$ cat src/rtl/clusterv_mailbox_wb.sv
// Wishbone-slave mailbox: a DEPTH-word FIFO behind DATA/STATUS/IRQ_EN/CTRL registers with a level interrupt.
// Optional build macro CLUSTERV_MAILBOX_ERR_EN: full-push and empty-pop terminate with t_err instead of t_ack.
module clusterv_mailbox_wb #(
    parameter int unsigned DEPTH = 8
) (
    input  logic        clock,
    input  logic        reset,
    input  logic [31:0] t_adr,
    input  logic [31:0] t_dat_w,
    output logic [31:0] t_dat_r,
    input  logic        t_cyc,
    input  logic        t_stb,
    input  logic        t_we,
    input  logic [3:0]  t_sel,
    input  logic        t_tga,
    input  logic        t_tgd_w,
    input  logic [3:0]  t_tgc,
    output logic        t_tgd_r,
    output logic        t_ack,
    output logic        t_err,
    output logic        irq
);

    localparam int unsigned PW = (DEPTH > 1) ? $clog2(DEPTH) : 1;
    localparam int unsigned CW = PW + 1;

    typedef enum logic {IDLE, RESP} state_t;

    state_t          state, state_next;
    logic [31:0]     mem [DEPTH];
    logic [PW-1:0]   wptr, rptr;
    logic [CW-1:0]   count;
    logic            ovf;
    logic            irq_en;

    logic            req_c, full_c, empty_c;
    logic [1:0]      reg_sel_c;
    logic            push_c, pop_c, push_full_c;
    logic            ctrl_wr_c, irq_en_wr_c;
    logic [31:0]     wdata_c, rdata_c, status_c;

    logic unused_inputs;
    assign unused_inputs = ^{t_adr[31:4], t_adr[1:0], t_tga, t_tgd_w, t_tgc};

    assign t_tgd_r = 1'b0;
    assign full_c  = (count == CW'(DEPTH));
    assign empty_c = (count == CW'(0));
    assign irq     = irq_en && !empty_c;

    // Next-state logic; RESP always returns to IDLE so requests are ignored there
    always_comb begin
        state_next = state;
        case (state)
            IDLE:    if (t_cyc && t_stb) state_next = RESP;
            RESP:    state_next = IDLE;
            default: state_next = IDLE;
        endcase
    end

    // Request decode and read mux, all evaluated on the IDLE->RESP edge
    always_comb begin
        req_c       = (state == IDLE) && t_cyc && t_stb;
        reg_sel_c   = t_adr[3:2];
        push_c      = req_c && t_we  && (reg_sel_c == 2'd0) && !full_c;
        push_full_c = req_c && t_we  && (reg_sel_c == 2'd0) && full_c;
        pop_c       = req_c && !t_we && (reg_sel_c == 2'd0) && !empty_c;
        ctrl_wr_c   = req_c && t_we  && (reg_sel_c == 2'd3);
        irq_en_wr_c = req_c && t_we  && (reg_sel_c == 2'd2);
        wdata_c     = t_dat_w & {{8{t_sel[3]}}, {8{t_sel[2]}}, {8{t_sel[1]}}, {8{t_sel[0]}}};

        status_c           = 32'd0;
        status_c[CW-1:0]   = count;
        status_c[8]        = full_c;
        status_c[9]        = empty_c;
        status_c[16]       = ovf;

        rdata_c = 32'd0;
        case (reg_sel_c)
            2'd0:    rdata_c = empty_c ? 32'd0 : mem[rptr];
            2'd1:    rdata_c = status_c;
            2'd2:    rdata_c = {31'd0, irq_en};
            default: rdata_c = 32'd0;
        endcase
    end

    always_ff @(posedge clock or posedge reset) begin
        if (reset) state <= IDLE;
        else       state <= state_next;
    end

    // FIFO storage is not reset; validity is tracked by the pointers
    always_ff @(posedge clock) begin
        if (push_c) mem[wptr] <= wdata_c;
    end

    always_ff @(posedge clock or posedge reset) begin
        if (reset) begin
            wptr   <= '0;
            rptr   <= '0;
            count  <= '0;
            ovf    <= 1'b0;
            irq_en <= 1'b0;
        end else begin
            if (ctrl_wr_c && t_dat_w[0]) begin
                wptr  <= '0;
                rptr  <= '0;
                count <= '0;
            end else if (push_c) begin
                wptr  <= wptr + PW'(1);
                count <= count + CW'(1);
            end else if (pop_c) begin
                rptr  <= rptr + PW'(1);
                count <= count - CW'(1);
            end
            if (push_full_c)                     ovf <= 1'b1;
            else if (ctrl_wr_c && t_dat_w[1])    ovf <= 1'b0;
            if (irq_en_wr_c) irq_en <= t_dat_w[0];
        end
    end

    // Read data holds until the next read; writes never disturb it
    always_ff @(posedge clock or posedge reset) begin
        if (reset)               t_dat_r <= 32'd0;
        else if (req_c && !t_we) t_dat_r <= rdata_c;
    end

`ifdef CLUSTERV_MAILBOX_ERR_EN
    logic pop_empty_c, bad_c;
    assign pop_empty_c = req_c && !t_we && (reg_sel_c == 2'd0) && empty_c;
    assign bad_c       = push_full_c || pop_empty_c;

    always_ff @(posedge clock or posedge reset) begin
        if (reset) begin
            t_ack <= 1'b0;
            t_err <= 1'b0;
        end else begin
            t_ack <= req_c && !bad_c;
            t_err <= req_c && bad_c;
        end
    end
`else
    assign t_err = 1'b0;

    always_ff @(posedge clock or posedge reset) begin
        if (reset) t_ack <= 1'b0;
        else       t_ack <= req_c;
    end
`endif

endmodule

$ cat config.mk
export PLATFORM = sky130hd
export DESIGN_NAME = clusterv_mailbox_wb
export DESIGN_NICKNAME = d
export VERILOG_FILES = /design/src/rtl/clusterv_mailbox_wb.sv
export SDC_FILE = /design/constraint.sdc
export NUM_CORES = 1
export LEC_CHECK = 0
export ABC_AREA = 1
export CORE_ASPECT_RATIO = 1.75
export CORE_MARGIN = 10
export CORE_UTILIZATION = 57
export DETAILED_ROUTE_END_ITERATION = 8
export HOLD_SLACK_MARGIN = 0.06
export PLACE_DENSITY_LB_ADDON = 0.3
export SYNTH_ARGS = -nofsm -noshare
export SYNTH_HDL_FRONTEND = slang
export SYNTH_SLANG_ARGS = --single-unit
$ cat constraint.sdc
create_clock -name clock -period 4.2 [get_ports clock]
set_clock_uncertainty 0.1 [all_clocks]
set_input_delay 0.42 -clock clock [delete_from_list [all_inputs] [get_ports clock]]
set_output_delay 0.42 -clock clock [all_outputs]
set_load 0.05 [all_outputs]
; ---- Word-level counts from Yosys, hierarchy flattened
; Memory sizes are Yosys's and may differ from the RTL's.
; Index checks and enable logic that the tools add are counted.
[totals]
input_bits = 79
output_inout_bits = 36
reg_bits = 46
ram_bits = 256
n_memories = 1
word_cells = 61
[mem_list]
columns = memory, depth, word_bits, read_ports, rd_ports_with_merged_regs, write_ports, line
row1 = mem, 8, 32, 1, 0, 1, 30  ; logic [31:0] mem [DEPTH];
[classes]
bitwise_logic = 2
n_eq_ne = 5
n_addsub = 4
n_mux = 16
n_reduce_logical = 25
[ops]
columns = op, n
row1 = 32-bit case mux with 3 select lines, 1
row2 = 32-bit AND, 1
row3 = 32-bit 2-to-1 mux, 1
row4 = 1-bit logical AND, 15
row5 = 3-bit 2-to-1 mux, 5
row6 = 4-bit 2-to-1 mux, 3
row7 = 3-bit by 1-bit adder with 3-bit output (second input constant), 2
row8 = 2-bit nonzero test, 3
row9 = 1-bit 2-to-1 mux, 5
row10 = 4-bit by 1-bit adder with 4-bit output (second input constant), 1
row11 = 2-bit == test (second input constant), 2
row12 = 4-bit == test (second input constant), 1
row13 = 4-bit logical NOT, 1
row14 = 4-bit by 1-bit subtractor with 4-bit output (second input constant), 1
row15 = 1-bit logical NOT, 3
row16 = 3-bit nonzero test, 1
row17 = 2-bit by 1-bit == test with 1-bit output (second input constant), 1
row18 = 2-bit logical NOT, 1
row19 = 2-bit by 1-bit inequality test with 1-bit output (second input constant), 1
row20 = 1-bit case mux with 2 select lines, 1
row21 = 2-bit AND reduction, 1
row22 = 1-bit inverter, 1

; ---- Longest topological paths before layout
; Gate-level depths: netlist (run 1).
[depth]
depth_word = 9
mapped_depth = 12

; ---- Worst setup path before layout (run 1)
; OpenSTA, ideal clock, no wires.
[synth_timing]
path_kind = input -> register
startpoint = input port t_stb
endpoint = memory mem[4][0] (enable)
arrival_ns = 3.283
cell_stages = 6
required_ns = 3.639
setup_time_ns = 0.461
path_slack_ns = 0.356
n_path_buf = 0
cell_sequence = nand3_2 -> nor2_4 -> nand3_4 -> inv_2 -> nand2_1 -> nor3_1
[synth_between]
elab_chain_len = 6
[synth_lines]
columns = element, line
row1 = from (decl), 12  ; input logic t_stb,
row2 = 1-bit logical AND, 62  ; req_c = (state == IDLE) && t_cyc && t_stb;
row3 = 1-bit logical AND (3 in a row), 64  ; push_c = req_c && t_we && (reg_sel_c == 2'd0) && !full_c;
row4 = 1-bit 2-to-1 mux, 93  ; if (push_c) mem[wptr] <= wdata_c;
row5 = 1-bit 2-to-1 mux (not written as such), 93
row6 = to (decl), 30
; Every way passes these cells.

; ---- Worst setup path in the final report (run 1)
[layout_timing]
startpoint = register count[1]
endpoint = output port irq
[layout_between]
elab_chain_len = 3
[layout_lines]
columns = element, line
row1 = from (decl), 32  ; logic [CW-1:0] count;
row2 = from (signal assigned), 110  ; count <= count + CW'(1);
row3 = from (signal assigned), 113  ; count <= count - CW'(1);
row4 = 4-bit logical NOT, 47  ; assign empty_c = (count == CW'(0));
row5 = 1-bit logical NOT, 48  ; assign irq = irq_en && !empty_c;
row6 = 1-bit logical AND, 48
row7 = to (decl), 21  ; output logic irq
; Every way passes these cells.

==> out/qor.csv, run 1 <==
metric;value;unit
share of cells above drive strength 1;8.17;%
Yosys reg bits;302;
Tot GR Track Use;19.6;%
DPL Wire Length;15200;um
antenna violations before repair;0;
Slew Limit Fails;0;
status;complete, no violations;
final RePlAce weighted congestion;0.817;
Setup CP Type;reg2out;
Final Hold Vio Count;0;
fraction of registers with async set/reset;15.2;%
Worst-Skew Late Latency;520;ps
row cnt;70;
Pwr per Cell Area;606;mW/mm^2
Startpoint Class;flop;
area delta synth->final;15.7;%
CTS tree;built;
critical-path maximum fanout;5;
P_leak;0.00511;uW
dpl cell area;0.0131;mm^2
FMAX;373;MHz
Synth warnings;0;
Avg WL per Cell;20.4;um
Initial Utilization;57.7;%
DRT Pass-1 Iters;5;
CTS Buffer Depth;3;
IO buf count;76;
final cell count without fillers;1317;
fin crit share;63.8;%
CTS clk-pin slew, worst paths;70;ps
post-synthesis sequential area ratio;73.1;%
setup TNS;0;ps
post-synth cell types;35;
first-pass GRT wire length;42000;um
most used routing layer;met2;
largest net degree at the start of global routing;94;
Chip Width;130;um
Antenna Nets Post-Route;0;
Worst Setup End Kind;primary output;
Util after Layout;66.8;%
# Max-Cap Violations;0;
Worst EP arrival;2160;ps
CORE AREA;0.0209;mm^2
vias in the first global route;7677;
Final setup viols;0;
I/O Pins;115;
via count;7803;
Root Driver;clkbuf_16;
nets;1128;
cts repair resizes;0;
# diodes;0;
placed insts;1269;
area of the multi-input gates;0.00278;mm^2
TritonCTS sink count;302;
setup bufs post-CTS;0;
drt drc;0;
H-Tree Depth;1;
routed wire length;26900;um
min Tclk post-route;2680;ps
CTS Buf Count;26;
die area;0.0277;mm^2
Final Total Pwr;8470;uW
GRT Residual Overflow;0;
Crit path required time;3680;ps
cts hold-fix bufs;0;
met3 Use GR;2.59;%
Mapped Cells;978;
initial DRC count;691;
Seq. cell area;0.00884;mm^2
fin area;0.0140;mm^2
routed vias/inst;5.92;
die height;213;um
M2 GR Usage;34.2;%
Peak VDD IR;484;uV
syn_area_per_cell;12.4;um^2
Post-Syn Area;0.0121;mm^2
fill count;1507;
worst rel slew slack;34.6;%
Post-synth EDFFs;256;
unrepaired setup endpoints after global routing;no;
Worst Hold Class;in2async;
Worst Tran Pin Value;982;ps
M1 GR Usage;23.9;%
top_reg_cell synth;edfxtp_1;
## cells by family after synthesis
group / Yosys count / synth area share [%]
and+or+nand+nor: 291 / 10.1
AOI/OAI and AO/OA: 264 / 12.0
adders and majority gates: 4 / 0.414
DFF: 302 / 73.1
xor gates and xnor gates: 1 / 0.0725
buffers and inverters: 115 / 4.22
other: 1 / 0.0310
## flip-flops by register name, indices dropped and copies added (netlist names)
name / count
count: 4
irq_en: 1
mem: 256
ovf: 1
rptr: 3
state: 1
t_ack: 1
t_dat_r: 32
wptr: 3
## power by group
part | switching [uW] | internal [uW]
Clock | 1010 | 1450
Combinational | 1590 | 742
Sequential | 277 | 3410
## cells in the final DEF, fill, tap and decap left out, drive strengths merged, types with 9 or more instances in the layout
master         netlist  layout
o21ai              179     179
edfxtp             256     256
nand3               16      16
clkbuf              35      37
o221ai              12      12
buf                 23      20
o22ai               49      49
inv                 55      54
dfrtp               46      46
nor2               169     169
clkinv               2       9
nand2               93      93
a21oi               14      14
clkdlybuf4s50        0      76
## cell usage after synthesis, types with 8 or more instances
| library cell | count | area [um^2] |
|---|---|---|
| o21ai_0 | 144 | 721 |
| inv_1 | 52 | 195 |
| nand2_1 | 89 | 334 |
| o221ai_1 | 12 | 105 |
| a21oi_1 | 14 | 70.1 |
| o211ai_1 | 8 | 60.1 |
| edfxtp_1 | 256 | 7690 |
| nor2_1 | 163 | 612 |
| o21ai_1 | 35 | 175 |
| dfrtp_1 | 46 | 1150 |
| nor3_1 | 8 | 40.0 |
| clkbuf_1 | 35 | 131 |
| buf_2 | 11 | 55.1 |
| o22ai_1 | 49 | 307 |
| nand3_1 | 14 | 70.1 |
## final timing paths
kind	from	to	slack, ps	cells after the start
max	count[1]$_DFFE_PP0P_	irq	1520	5
min	reset	t_dat_r[14]$_DFFE_PP0N_	230	2
max reg2reg	rptr[0]$_DFFE_PP0P_	t_dat_r[0]$_DFFE_PP0N_	1620	10
min reg2reg	t_dat_r[14]$_DFFE_PP0N_	t_dat_r[14]$_DFFE_PP0N_	380	2
max in group asynchronous	reset	t_dat_r[28]$_DFFE_PP0N_	3000	3
min in group clock	t_dat_r[14]$_DFFE_PP0N_	t_dat_r[14]$_DFFE_PP0N_	380	2
## worst max-delay path: stages, from the launching register on
cell and delay, ps:
dfrtp_1 470, nor2_2 180, nand2_2 70, nor2_4 160
nor2_1 60, clkdlybuf4s50_1 700
## metrics by stage
| step | setup WS (ps) | hold WS, ps |
|---|---|---|
| after detailed placement | 1180 | 365 |
| after CTS | 1490 | 244 |
| final | 1520 | 228 |
| after global routing | 1370 | 291 |
| after global placement | 1220 | 363 |
| after floorplan | 356 | 356 |
## layout make-up
| cell class | count | area share (%) |
|---|---|---|
| inverters | 57 | 1.57 |
| multi-input cells | 562 | 19.9 |
| flip-flops and latches | 302 | 63.2 |
| well taps | 252 | 2.26 |
| clock buffers | 37 | 5.47 |
| clock inverters | 11 | 0.957 |
| repair buffers | 96 | 6.60 |
## metal layers
metal	vias up	wire, um
li1	3627	-
met1	3816	10400
met2	312	14100
met3	48	1750
met4	0	692
met5	-	0
Power figures use the tool's default switching activity.
==> inputs of run 2 (changes only) <==
==> constraint.sdc (replaced) <==
create_clock -name clock -period 2.65 [get_ports clock]
set_clock_uncertainty 0.1 [all_clocks]
set_input_delay 0.265 -clock clock [delete_from_list [all_inputs] [get_ports clock]]
set_output_delay 0.265 -clock clock [all_outputs]
set_load 0.05 [all_outputs]
==> run 2 against run 1 <==
Non-clock buffer count up 15; sequential cell count unchanged; clock power up 56%; critical path type unchanged; sequential share of layout area down 1.3 points; global-route usage up 0.70 points; via count up 1.2%.
==> out/qor.csv, run 2 (synthesis results as in run 1) <==
metric;value;unit
Reg2Reg Depth;7;
hold path cells;3;
vias in the first global route;8179;
status;complete, no violations;
via count;7898;
min Tclk post-route;2560;ps
Worst-Skew Late Latency;530;ps
Avg WL per Cell;20.9;um
initial DRC count;791;
largest net degree at the start of global routing;130;
Chip Width;130;um
unrepaired setup endpoints after global routing;no;
antenna violations before repair;0;
Pwr per Cell Area;950;mW/mm^2
H-Tree Depth;1;
setup bufs post-CTS;0;
most frequent cells in the layout;256 x edfxtp_1, 163 x nor2_1, 144 x o21ai_0;
nets;1143;
Worst EP arrival;2200;ps
Util after Layout;68.2;%
# Max-Cap Violations;0;
DRT Pass-1 Iters;5;
critical-path maximum fanout;5;
Slew Limit Fails;0;
Worst Setup End Kind;primary output;
FMAX;390;MHz
cts repair resizes;0;
first-pass GRT wire length;43500;um
DPL Wire Length;16500;um
die area;0.0277;mm^2
CTS Buf Count;26;
TritonCTS sink count;302;
IO buf count;76;
Top Registers;mem (256), t_dat_r (32), count (4);
placed insts;1283;
row cnt;70;
fin area;0.0143;mm^2
routed wire length;27800;um
fill count;1442;
dpl ws;151;ps
GRT Residual Overflow;0;
Tot GR Track Use;20.3;%
CTS clk-pin slew, worst paths;70;ps
Crit path required time;2290;ps
CORE AREA;0.0209;mm^2
Worst Hold Class;in2reg;
Setup CP Type;reg2out;
Final WS setup;86.3;ps
max reg flops;256;
worst rel slew slack;51.2;%
Worst Tran Pin Value;732;ps
fin crit share;96.7;%
CTS Buffer Depth;3;
Final Hold Vio Count;0;
Hold Slack;305;ps
Antenna Nets Post-Route;0;
Initial Utilization;57.7;%
dpl cell area;0.0134;mm^2
area delta synth->final;18.2;%
Peak VDD IR;568;uV
routed vias/inst;5.93;
CTS tree;built;
die height;213;um
commonest non-fill, non-tap cell in the layout;edfxtp_1;
drt drc;0;
Startpoint Class;flop;
Root Driver;clkbuf_16;
Largest Register;mem;
share of cells above drive strength 1;9.35;%
P_leak;0.00524;uW
Final setup viols;0;
final RePlAce weighted congestion;0.856;
I/O Pins;115;
# diodes;0;
final cell count without fillers;1332;
-- run 2: cell types whose count changed in the layout (fill, tap and decap cells not counted), sizes merged --
cell and change:
clkinv +2, dlygate4sd3 +1, clkinvlp +1, clkbuf -4, buf +14, inv +1
-- run 2: area by class of cell --
| class | count | area, um^2 | share of cell area (%) |
|---|---|---|---|
| clock inverters | 15 | 163 | 1.14 |
| multi-input cells | 562 | 2830 | 19.8 |
| repair buffers | 111 | 1200 | 8.41 |
| inverters | 57 | 220 | 1.54 |
| well taps | 252 | 315 | 2.21 |
| clock buffers | 33 | 708 | 4.96 |
| flip-flops and latches | 302 | 8840 | 61.9 |
-- run 2: stage by stage --
stage,setup TNS [ps],total power (uW)
after global routing,0,14200
after floorplan,-56230,8530
after CTS,0,13600
after global placement,0,9680
final,0,13600
after detailed placement,0,9810
-- run 2: what timing repair did --
action / in CTS / in global routing
endpoints found under the hold margin: 20 / 0
hold buffers: 1 / 0
setup endpoints to repair: 0 / 0
-- run 2: worst paths after layout --
| kind | from | end | slack [ps] |
|---|---|---|---|
| max | count[1]$_DFFE_PP0P_ | irq | 90 |
| max reg2reg | count[1]$_DFFE_PP0P_ | mem[6][12]$_DFFE_PP_ | 420 |
| max in group asynchronous | reset | t_dat_r[19]$_DFFE_PP0N_ | 1300 |
| min | t_stb | t_ack$_DFF_PP0_ | 300 |
| min in group asynchronous | reset | t_dat_r[1]$_DFFE_PP0N_ | 560 |
| min reg2reg | t_dat_r[14]$_DFFE_PP0N_ | t_dat_r[14]$_DFFE_PP0N_ | 380 |
-- run 2: critical path, stage by stage, from the launching register on --
cell and delay [ps]:
dfrtp_1 470, nor2_2 170, nand2_2 80, nor2_4 180, nor2_1 60, clkdlybuf4s50_1 700
-- run 2: where the power goes --
group	internal (uW)	switching, uW
Clock	2200	1640
Sequential	5400	230
Combinational	1290	2810
Total	8890	4680
-- run 2: per-layer routing --
layer | track usage [%] | up-vias | share of wire (%)
li1 | - | 3660 | -
met1 | 23.9 | 3847 | 36
met2 | 36.3 | 338 | 54
met3 | 2.47 | 53 | 6.9
met4 | 7.90 | 0 | 2.4
met5 | 0 | - | 0
